===== src/rtl/issue_sched_pkg.sv =====
// Shared types and helpers for the issue scheduler: per-slot state encoding and
// a round-robin first-set search usable at any buffer size up to MAX_BS.
package issue_sched_pkg;

  typedef enum logic [1:0] {
    FREE   = 2'd0,
    WAIT   = 2'd1,
    SEL    = 2'd2,
    ISSUED = 2'd3
  } slot_state_t;

  localparam int MAX_BS = 64;
  localparam int MAX_IW = 6;

  // Returns {found, idx}: first set bit of mask scanning ptr, ptr+1, ... modulo n (n a power of 2).
  function automatic logic [MAX_IW:0] rr_pick(input logic [MAX_BS-1:0] mask,
                                              input logic [MAX_IW-1:0] ptr,
                                              input logic [MAX_IW:0]   n);
    logic [MAX_IW:0]   res;
    logic [MAX_IW-1:0] idx;
    logic [MAX_IW-1:0] wrap;
    res  = {(MAX_IW+1){1'b0}};
    wrap = n[MAX_IW-1:0] - {{(MAX_IW-1){1'b0}}, 1'b1};
    for (int k = MAX_BS - 1; k >= 0; k--) begin
      idx = (ptr + k[MAX_IW-1:0]) & wrap;
      if ((k < int'(n)) && mask[idx]) begin
        res = {1'b1, idx};
      end else begin
        res = res;
      end
    end
    return res;
  endfunction

endpackage


===== src/rtl/issue_scheduler_rr_arbiter.sv =====
// Combinational round-robin arbiter: picks the first candidate at or after ptr,
// wrapping modulo BS, and reports it both one-hot and as an index.
module rr_arbiter
  import issue_sched_pkg::*;
#(
  parameter int BS = 16,
  localparam int IW = $clog2(BS)
) (
  input  logic [BS-1:0] mask,
  input  logic [IW-1:0] ptr,
  output logic [BS-1:0] grant,
  output logic          found,
  output logic [IW-1:0] idx
);

  logic [MAX_BS-1:0] mask_ext_s;
  logic [MAX_IW-1:0] ptr_ext_s;
  logic [MAX_IW:0]   pick_s;
  logic              unused_s;

  // Widen to the helper's fixed width, search, and decode the winner
  always_comb begin
    mask_ext_s          = {MAX_BS{1'b0}};
    mask_ext_s[BS-1:0]  = mask;
    ptr_ext_s           = {MAX_IW{1'b0}};
    ptr_ext_s[IW-1:0]   = ptr;
    pick_s              = rr_pick(mask_ext_s, ptr_ext_s, (MAX_IW+1)'(BS));
    found               = pick_s[MAX_IW];
    idx                 = pick_s[IW-1:0];
    grant               = {BS{1'b0}};
    if (pick_s[MAX_IW]) begin
      grant[pick_s[IW-1:0]] = 1'b1;
    end else begin
      grant = {BS{1'b0}};
    end
  end

  assign unused_s = ^pick_s;

endmodule


===== src/rtl/issue_scheduler.sv =====
// Slot allocator and round-robin issue arbiter for the instruction buffer.
// Optional feature: define ISSUE_SCHED_STALL_CNT_EN to add the stall_cnt output.
module issue_scheduler
  import issue_sched_pkg::*;
#(
  parameter int BS = 16,
  localparam int IW = $clog2(BS)
) (
  input  logic          clk,
  input  logic          rst,
  input  logic [0:BS-1] independent_instr,
  input  logic          alloc_valid,
  output logic          alloc_ready,
  output logic [IW-1:0] alloc_index,
  output logic          issue_valid,
  input  logic          issue_ready,
  output logic [IW-1:0] issue_index,
  input  logic          complete_valid,
  input  logic [IW-1:0] complete_index,
  output logic          protocol_err
`ifdef ISSUE_SCHED_STALL_CNT_EN
  ,
  output logic [31:0]   stall_cnt
`endif
);

  slot_state_t   state_r    [BS];
  slot_state_t   state_nx_s [BS];
  logic [IW-1:0] rr_ptr_r;
  logic [BS-1:0] free_mask_s;
  logic [BS-1:0] cand_mask_s;
  logic [BS-1:0] free_grant_s;
  logic [BS-1:0] pick_grant_s;
  logic          pick_found_s;
  logic [IW-1:0] pick_idx_s;
  logic          load_s;
  logic          accept_s;
  logic          alloc_fire_s;
  logic          cmpl_ok_s;
  logic          unused_s;

  // Per-slot masks from the registered state only
  always_comb begin
    for (int j = 0; j < BS; j++) begin
      free_mask_s[j] = (state_r[j] == FREE);
      cand_mask_s[j] = (state_r[j] == WAIT) & independent_instr[j];
    end
  end

  rr_arbiter #(.BS(BS)) u_free_pick (
    .mask  (free_mask_s),
    .ptr   ({IW{1'b0}}),
    .grant (free_grant_s),
    .found (alloc_ready),
    .idx   (alloc_index)
  );

  rr_arbiter #(.BS(BS)) u_issue_pick (
    .mask  (cand_mask_s),
    .ptr   (rr_ptr_r),
    .grant (pick_grant_s),
    .found (pick_found_s),
    .idx   (pick_idx_s)
  );

  assign unused_s     = ^free_grant_s;
  assign load_s       = ~issue_valid | issue_ready;
  assign accept_s     = issue_valid & issue_ready;
  assign alloc_fire_s = alloc_valid & alloc_ready;
  assign cmpl_ok_s    = complete_valid & (state_r[complete_index] == ISSUED);

  // Each event needs a distinct prior state, so at most one applies per slot
  always_comb begin
    for (int j = 0; j < BS; j++) begin
      state_nx_s[j] = state_r[j];
      if (accept_s && (issue_index == IW'(j))) begin
        state_nx_s[j] = ISSUED;
      end else if (cmpl_ok_s && (complete_index == IW'(j))) begin
        state_nx_s[j] = FREE;
      end else if (alloc_fire_s && (alloc_index == IW'(j))) begin
        state_nx_s[j] = WAIT;
      end else if (load_s && pick_grant_s[j]) begin
        state_nx_s[j] = SEL;
      end else begin
        state_nx_s[j] = state_r[j];
      end
    end
  end

  // Slot states, issue output register, round-robin pointer and error flag
  always_ff @(posedge clk) begin
    if (rst) begin
      for (int j = 0; j < BS; j++) begin
        state_r[j] <= FREE;
      end
      rr_ptr_r     <= {IW{1'b0}};
      issue_valid  <= 1'b0;
      issue_index  <= {IW{1'b0}};
      protocol_err <= 1'b0;
    end else begin
      for (int j = 0; j < BS; j++) begin
        state_r[j] <= state_nx_s[j];
      end
      if (load_s) begin
        issue_valid <= pick_found_s;
        if (pick_found_s) begin
          issue_index <= pick_idx_s;
          rr_ptr_r    <= pick_idx_s + IW'(1);
        end
      end
      if (complete_valid && !cmpl_ok_s) begin
        protocol_err <= 1'b1;
      end
    end
  end

`ifdef ISSUE_SCHED_STALL_CNT_EN
  // Saturating count of cycles an offered issue is held back by execute
  always_ff @(posedge clk) begin
    if (rst) begin
      stall_cnt <= 32'd0;
    end else if (issue_valid && !issue_ready && (stall_cnt != 32'hFFFF_FFFF)) begin
      stall_cnt <= stall_cnt + 32'd1;
    end
  end
`else
  // Stall counter not present in this build.
`endif

endmodule

===== config.mk =====
export PLATFORM = sky130hd
export DESIGN_NAME = issue_scheduler
export DESIGN_NICKNAME = d
export VERILOG_FILES = /design/src/rtl/issue_sched_pkg.sv /design/src/rtl/issue_scheduler_rr_arbiter.sv /design/src/rtl/issue_scheduler.sv
export SDC_FILE = /design/constraint.sdc
export NUM_CORES = 1
export LEC_CHECK = 0
export ABC_AREA = 1
export BUFFER_PORTS_ARGS = -buffer_cell sky130_fd_sc_hd__buf_2
export CAP_MARGIN = 5
export CORE_ASPECT_RATIO = 1.2
export CORE_UTILIZATION = 40
export DETAILED_ROUTE_END_ITERATION = 8
export GPL_ROUTABILITY_DRIVEN = 0
export GPL_TIMING_DRIVEN = 0
export HOLD_SLACK_MARGIN = 0.05
export PLACE_DENSITY_LB_ADDON = 0.12
export SYNTH_ARGS = -nofsm -noshare
export SYNTH_HDL_FRONTEND = slang
export SYNTH_HIERARCHICAL = 1
export SYNTH_SLANG_ARGS = --single-unit
export TNS_END_PERCENT = 20

===== constraint.sdc =====
create_clock -name clk -period 5.8 [get_ports clk]
set_input_delay 0 -clock clk [delete_from_list [all_inputs] [get_ports clk]]
set_output_delay 0 -clock clk [all_outputs]
set_load 0.01 [all_outputs]

-- Yosys cells after proc, flatten, opt, wreduce, memory -nomap -nowiden
Memories as Yosys holds them, arrays and structs flattened.
Index checks and enable logic that the tools add are counted.
- add/sub/neg operators: 16
- magnitude comparators: 18
- equal/unequal tests: 62
- mux-type cells: 150
- bitwise gates (word level): 37
- reductions and logical operators: 87
- operators with widths (cell ; number):
    7-bit 2-to-1 mux ; 32
    2-bit 2-to-1 mux ; 80
    4-bit by 7-bit < comparator with 1-bit output (second input constant) ; 16
    4-bit == test (second input constant) ; 24
    1-bit logical AND ; 66
    1-bit binary-select mux with 4-bit select ; 16
    4-bit by 3-bit == test with 1-bit output (second input constant) ; 12
    4-bit adder (second input constant) ; 8
    2-bit by 1-bit == test with 1-bit output (second input constant) ; 16
    2-bit logical NOT ; 16
    4-bit by 2-bit == test with 1-bit output (second input constant) ; 6
    1-bit 2-to-1 mux ; 20
    1-bit bitwise AND ; 19
    1-bit OR ; 17
    4-bit by 3-bit adder with 4-bit output (second input constant) ; 4
    16-bit 2-to-1 mux ; 1
    4-bit by 1-bit == test with 1-bit output (second input constant) ; 3
    4-bit logical NOT ; 3
    4-bit by 1-bit adder with 4-bit output (second input constant) ; 2
    4-bit by 2-bit adder with 4-bit output (second input constant) ; 2
    4-bit by 5-bit < comparator with 1-bit output (second input constant) ; 1
    1-bit demux with 4-bit select ; 1
    4-bit by 1-bit >= comparator with 1-bit output (second input constant) ; 1
    2-bit == test (second input constant) ; 1
    3 further kinds ; 3
- register bits: 10
- RAM bits: 32
- output and inout bits: 11
- memories kept: 1
- memory list (name ; depth ; width ; read ports ; clocked after memory_dff ; write ports ; line ; text):
    state_r ; 16 ; 2 ; 17 ; 0 ; 16 ; issue_scheduler.sv:27 ; slot_state_t state_r [BS];

-- Depth between registers and ports, before layout
Gate-level depths: netlist (run 1).
An unclocked memory read counts as a cell.
- depth after elaboration: 32
- gate-level depth with buffers: 37
- gate-level depth less buffers: 35

-- Hierarchy
The synthesis (run 1) kept the hierarchy.
- modules (own cells, without submodules) (module ; instances ; cells each ; area an instance (µm²) ; sequential area each (µm²)):
    issue_scheduler ; 1 ; 563 ; 3061.7 ; 840.8
    rr_arbiter at u_free_pick ; 1 ; 402 ; 1971.9 ; 0.0
    rr_arbiter at u_issue_pick ; 1 ; 400 ; 1898.1 ; 0.0

-- Worst setup path before layout (run 1)
Ideal clock, no wire load.
- path kind: reg-to-reg
- start point: register rr_ptr_r[1]
- end point: memory state_r[5][0] (netlist bit)
- library setup time: 113 ps
- arrival time: 3271 ps
- data required time: 5687 ps
- slack: 2416 ps
- cell stages (with the launch flop): 34
- period minus slack after synthesis: 3384 ps
- path through: dfxtp_1 -> inv_1 -> buf_2 -> ha_1 -> buf_1 -> nand3_1 -> nand3_1 -> nand2_1 -> nand2_2 -> nand2_4 -> inv_1 -> nand3_1 -> nand2_1 -> nand2_1 -> nand2_1 -> nand2_1 -> nand2_1 -> nand2_1 -> a21oi_1 -> nand2_1 -> nand2_1 -> nand2_1 -> nand2_1 -> nand2_2 -> nand2_2 -> nand2_2 -> nor2_1 -> inv_1 -> o21ai_0 -> nand2_1 -> nand2_1 -> nand2_1 -> nand2_1 -> nor2_1
- RTL lines (item ; line ; text):
    start, declared ; issue_scheduler.sv:29 ; logic [IW-1:0] rr_ptr_r;
    start signal, assigned ; issue_scheduler.sv:96 ; rr_ptr_r <= {IW{1'b0}};
    start signal, assigned ; issue_scheduler.sv:108 ; rr_ptr_r <= pick_idx_s + IW'(1);
    end, declared ; issue_scheduler.sv:27 ;

==> results of run 1 <==
power by group through the flow:
stage,logic [mW],clock network (mW),registers (mW)
after floorplan,3.10,0,0.424
after global placement,3.91,0,0.455
after detailed placement,3.93,0,0.455
after CTS,3.94,0.284,0.448
after global routing,4.54,0.296,0.457
final,3.99,0.277,0.449
sequential cells by signal (all words and copies together) (netlist names):
name          flops
issue_index       4
issue_valid       1
protocol_err      1
rr_ptr_r          4
state_r          32
routing by layer:
metal / routed length (um) / GRT usage / up-vias
met2: 11300 / 0.482 / 273
met3: 1510 / 0.0388 / 33
met1: 10100 / 0.344 / 3674
met4: 439 / 0.0702 / 0
li1: - / - / 4299
met5: 0 / 0 / -
layout make-up:
class / count / area, um2
Clock buffer: 6 / 129
Tap cell: 212 / 265
Timing Repair Buffer: 34 / 170
Inverter: 156 / 598
Multi-Input combinational cell: 1120 / 5170
Clock inverter: 1 / 7.51
Buffer: 31 / 249
Fill cell: 1902 / 9030
Sequential cell: 42 / 841
final timing paths:
path         depth (start not counted)         start             to  slack [ns]
max                                 35   rr_ptr_r[1]  state_r[5][0]        1.34
min                                  2           rst  state_r[0][1]        0.11
max reg2reg                         35   rr_ptr_r[1]  state_r[5][0]        1.34
min reg2reg                          2  protocol_err   protocol_err        0.47
stage by stage:
step | utilization | std cells | power (mW) | hold WS [ns]
after floorplan | - | 1349 | 3.53 | 0.246
after global placement | 0.443 | 1595 | 4.36 | 0.404
after detailed placement | 0.443 | 1595 | 4.38 | 0.416
after CTS | 0.451 | 1602 | 4.67 | 0.107
after global routing | 0.451 | 1602 | 5.29 | 0.142
final | 0.451 | 1602 | 4.72 | 0.108
==> results.toml, run 1 <==
[floorplanning]
dieArea_um2 = 17500
ios = 36
die_w_um = 121
core_um2 = 16500
initial_core_util = 0.413
rows = 51
die_h_um = 145

[power_and_ir_drop]
swShare = 0.611
pwr-share-comb = 0.846
power_density_nw_per_um2 = 635
pwr-share-clk = 0.059
p_int_mw = 1.84
power_frac_seq = 0.095
p_sw_mw = 2.88
vdd_drop_max_uv = 421
p_leak_nw = 4.26

[clock_tree]
post_cts_buffers = 0
cts_root_buf = "clkbuf_16"
cts.clk_slew.worst_paths_ns = 0.06
htreeDepth = 2
clock_latency_ns = 0.29
clock_path_buffers = 2
clock_sinks = 42
cts_resized = 0
cts_buffers = 5
cts_hold_buf = 0
cts_tree = "built"

[grt]
antenna_found_initial = 0
grt_pass1_wl_um = 36900
overflow = 0
grt_use_total = 0.272
grt_max_degree = 14
grt_pass1_vias = 7335

[cells_and_area]
area_growth_pct = 9.18
diodes = 0
design_area_um2 = 7430
final_common_cell = "nand2_1"
drive_above_1_share = 0.101
nets = 1430
final_cell_mix = "581 x nand2_1, 171 x nand3_1, 147 x nor2_1"

[route]
wire_per_inst_um = 14.5
drc_errors = 0
wirelength_um = 23300
dr_total_vias = 8279
firstDrtPassIters = 6
post_drt_via_cell_ratio = 5.17
drt_iter0_markers = 647
ant_nets = 0

[worst_setup_path]
cp.buffers_inverters = 6
start_kind = "register"
crit_fanout = 13
end_kind = "register"
critical-path-top-delay-family = "simple AND/OR/NAND/NOR gates"
crit_required_ns = 5.98
cp_slowest_cell = "dfxtp_1"
critPathMaxStageDelay_ns = 0.52
critPathArrivalTime_ns = 4.64
cpMostUsedCell = "nand2_1"
critical_path_class = "reg -> reg"

[timing]
min_period_ns = 4.46
fin_tns_setup_ns = 0
min_period_over_period = 0.768
clock.fmax_ghz = 0.224
slew_headroom = 0.562
tightest_slew_ns = 0.652
grt_setup_unrepaired = "no"
setup_slack_ns = 1.34
maxSlewViolCount = 0
finalHoldViolCount = 0
skew_ns = 0.00709
setup_viol_count_final = 0

[place]
io_buffers = 34
dp_slack_ns = 1.41
hpwl_um = 19300
placed_area_um2 = 7290

[synth]
avgSynthCellArea_um2 = 5.10
synth_area_um2 = 6800
ys_warn_count = 6
netlist_instances = 1335

[run]
cap_viol_max_count = 0

[run_status]
status = "completed"

[hold_path]
worstHoldPathType = "in -> reg"
(Power assumes the default switching activity.)
==> run 2, diff against run 1 <==
Clock period 5.8 ns to 3.74 ns, I/O delays scaled along.
==> results.toml, run 2 (synthesized netlist as in run 1, its figures left out) <==
[run_status]
status = "completed"

[clock_tree]
cts_tree = "built"
cts_hold_buf = 0
cts.clk_slew.worst_paths_ns = 0.06
clock_path_buffers = 2
clock_latency_ns = 0.29
cts_buffers = 5
htreeDepth = 2
cts_root_buf = "clkbuf_16"
clock_sinks = 42

[cells_and_area]
post-route-util = 0.485
nets = 1449
final_common_cell = "nand2_1"
area_growth_pct = 17.4
largest_register = "state_r"
drive_above_1_share = 0.159
final_cell_mix = "561 x nand2_1, 155 x nand3_1, 133 x nor2_1"
largest_reg_flops = 32
top_regs = "state_r x32, issue_index x4, rr_ptr_r x4"
diodes = 0
fillers = 1849

[route]
firstDrtPassIters = 6
dr_total_vias = 8477
drt_iter0_markers = 737
drc_errors = 0
ant_nets = 0
wire_per_inst_um = 14.7
post_drt_via_cell_ratio = 5.23
wirelength_um = 23900

[grt]
grt_pass1_wl_um = 37100
grt_max_degree = 14
grt_pass1_vias = 7349
antenna_found_initial = 0
grt_use_total = 0.274
overflow = 0

[timing]
setup_viol_count_final = 0
finalHoldViolCount = 0
min_period_ns = 3.46
slew_headroom = 0.548
tightest_slew_ns = 0.673
maxSlewViolCount = 0
min_period_over_period = 0.926
clock.fmax_ghz = 0.289
hold_slack_ns = 0.106
skew_ns = 0.00731
fin_tns_setup_ns = 0

[place]
hpwl_um = 19300
io_buffers = 34

[power_and_ir_drop]
power_density_nw_per_um2 = 1090
p_leak_nw = 4.47
vdd_drop_max_uv = 825

[floorplanning]
die_w_um = 121
initial_core_util = 0.413
rows = 51
die_h_um = 145
dieArea_um2 = 17500
core_um2 = 16500
ios = 36

[worst_setup_path]
cp_slowest_cell = "dfxtp_4"
critPathArrivalTime_ns = 3.63
crit_fanout = 13
cpMostUsedCell = "nand2_1"
end_kind = "register"
crit_required_ns = 3.90
critical_path_class = "reg -> reg"
start_kind = "register"
critPathMaxStageDelay_ns = 0.40

[run]
cap_viol_max_count = 0

[hold_path]
worstHoldPathType = "in -> reg"
run 2: power breakdown:
part | switching, mW | internal (mW) | leakage [nW]
clock | 0.186 | 0.244 | 0.0629
sequential | 0.136 | 0.571 | 0.345
combinational | 4.80 | 2.76 | 4.06
run 2: repair_timing:
| item | 4_1_cts | 5_1_grt |
|---|---|---|
| setup buffers | 4 | 15 |
| pin swaps | 1 | 25 |
| gates resized for setup | 14 | 97 |
| endpoints found under the setup margin | 40 | 36 |
run 2: area by class of cell:
| type | count | area, um2 | share of cell area |
|---|---|---|---|
| Sequential cell | 42 | 850 | 0.106 |
| Buffer | 31 | 298 | 0.0373 |
| Tap cell | 212 | 265 | 0.0332 |
| Timing Repair Buffer | 53 | 317 | 0.0396 |
| Clock inverter | 1 | 7.51 | 0.000940 |
| Multi-Input combinational cell | 1120 | 5500 | 0.689 |
| Inverter | 156 | 618 | 0.0774 |
| Clock buffer | 6 | 129 | 0.0161 |
run 2: worst max-delay path, delay by kind of cell (launching register included):
kind | cells | cell delay (ns)
AND/OR/NAND/NOR | 22 | 1.58
AO/OA/AOI/OAI | 4 | 0.42
buffers and inverters | 7 | 0.65
adder cells (fa/ha/maj) | 1 | 0.27
flip-flops | 1 | 0.40
run 2: worst paths after layout:
| kind | from | end | slack, ns | cells after the start |
|---|---|---|---|---|
| worst max-delay path | rr_ptr_r[1] | state_r[13][0] | 0.28 | 34 |
| worst min-delay path | rst | state_r[6][0] | 0.11 | 2 |
| worst max register to register | rr_ptr_r[1] | state_r[13][0] | 0.28 | 34 |
| worst min register to register | protocol_err | protocol_err | 0.47 | 2 |
run 2: per-stage QoR:
| step | power, mW | instance area, um2 | instances | setup slack [ns] |
|---|---|---|---|---|
| floorplan | 5.47 | 6860 | 1349 | 0.356 |
| global placement | 6.76 | 7290 | 1595 | -0.645 |
| detailed placement | 6.79 | 7290 | 1595 | -0.650 |
| CTS | 7.39 | 7500 | 1606 | 0.0379 |
| global route | 9.59 | 7990 | 1621 | -0.0358 |
| finish | 8.70 | 7990 | 1621 | 0.275 |
run 2: metal layers:
| metal | routed length [um] | share of wire | track usage | vias to the layer above |
|---|---|---|---|---|
| met4 | 498 | 0.021 | 0.0669 | 0 |
| met5 | 0 | 0 | 0 | - |
| met3 | 1530 | 0.064 | 0.0376 | 40 |
| met1 | 10200 | 0.43 | 0.349 | 3807 |
| met2 | 11600 | 0.49 | 0.485 | 296 |
| li1 | - | - | - | 4334 |
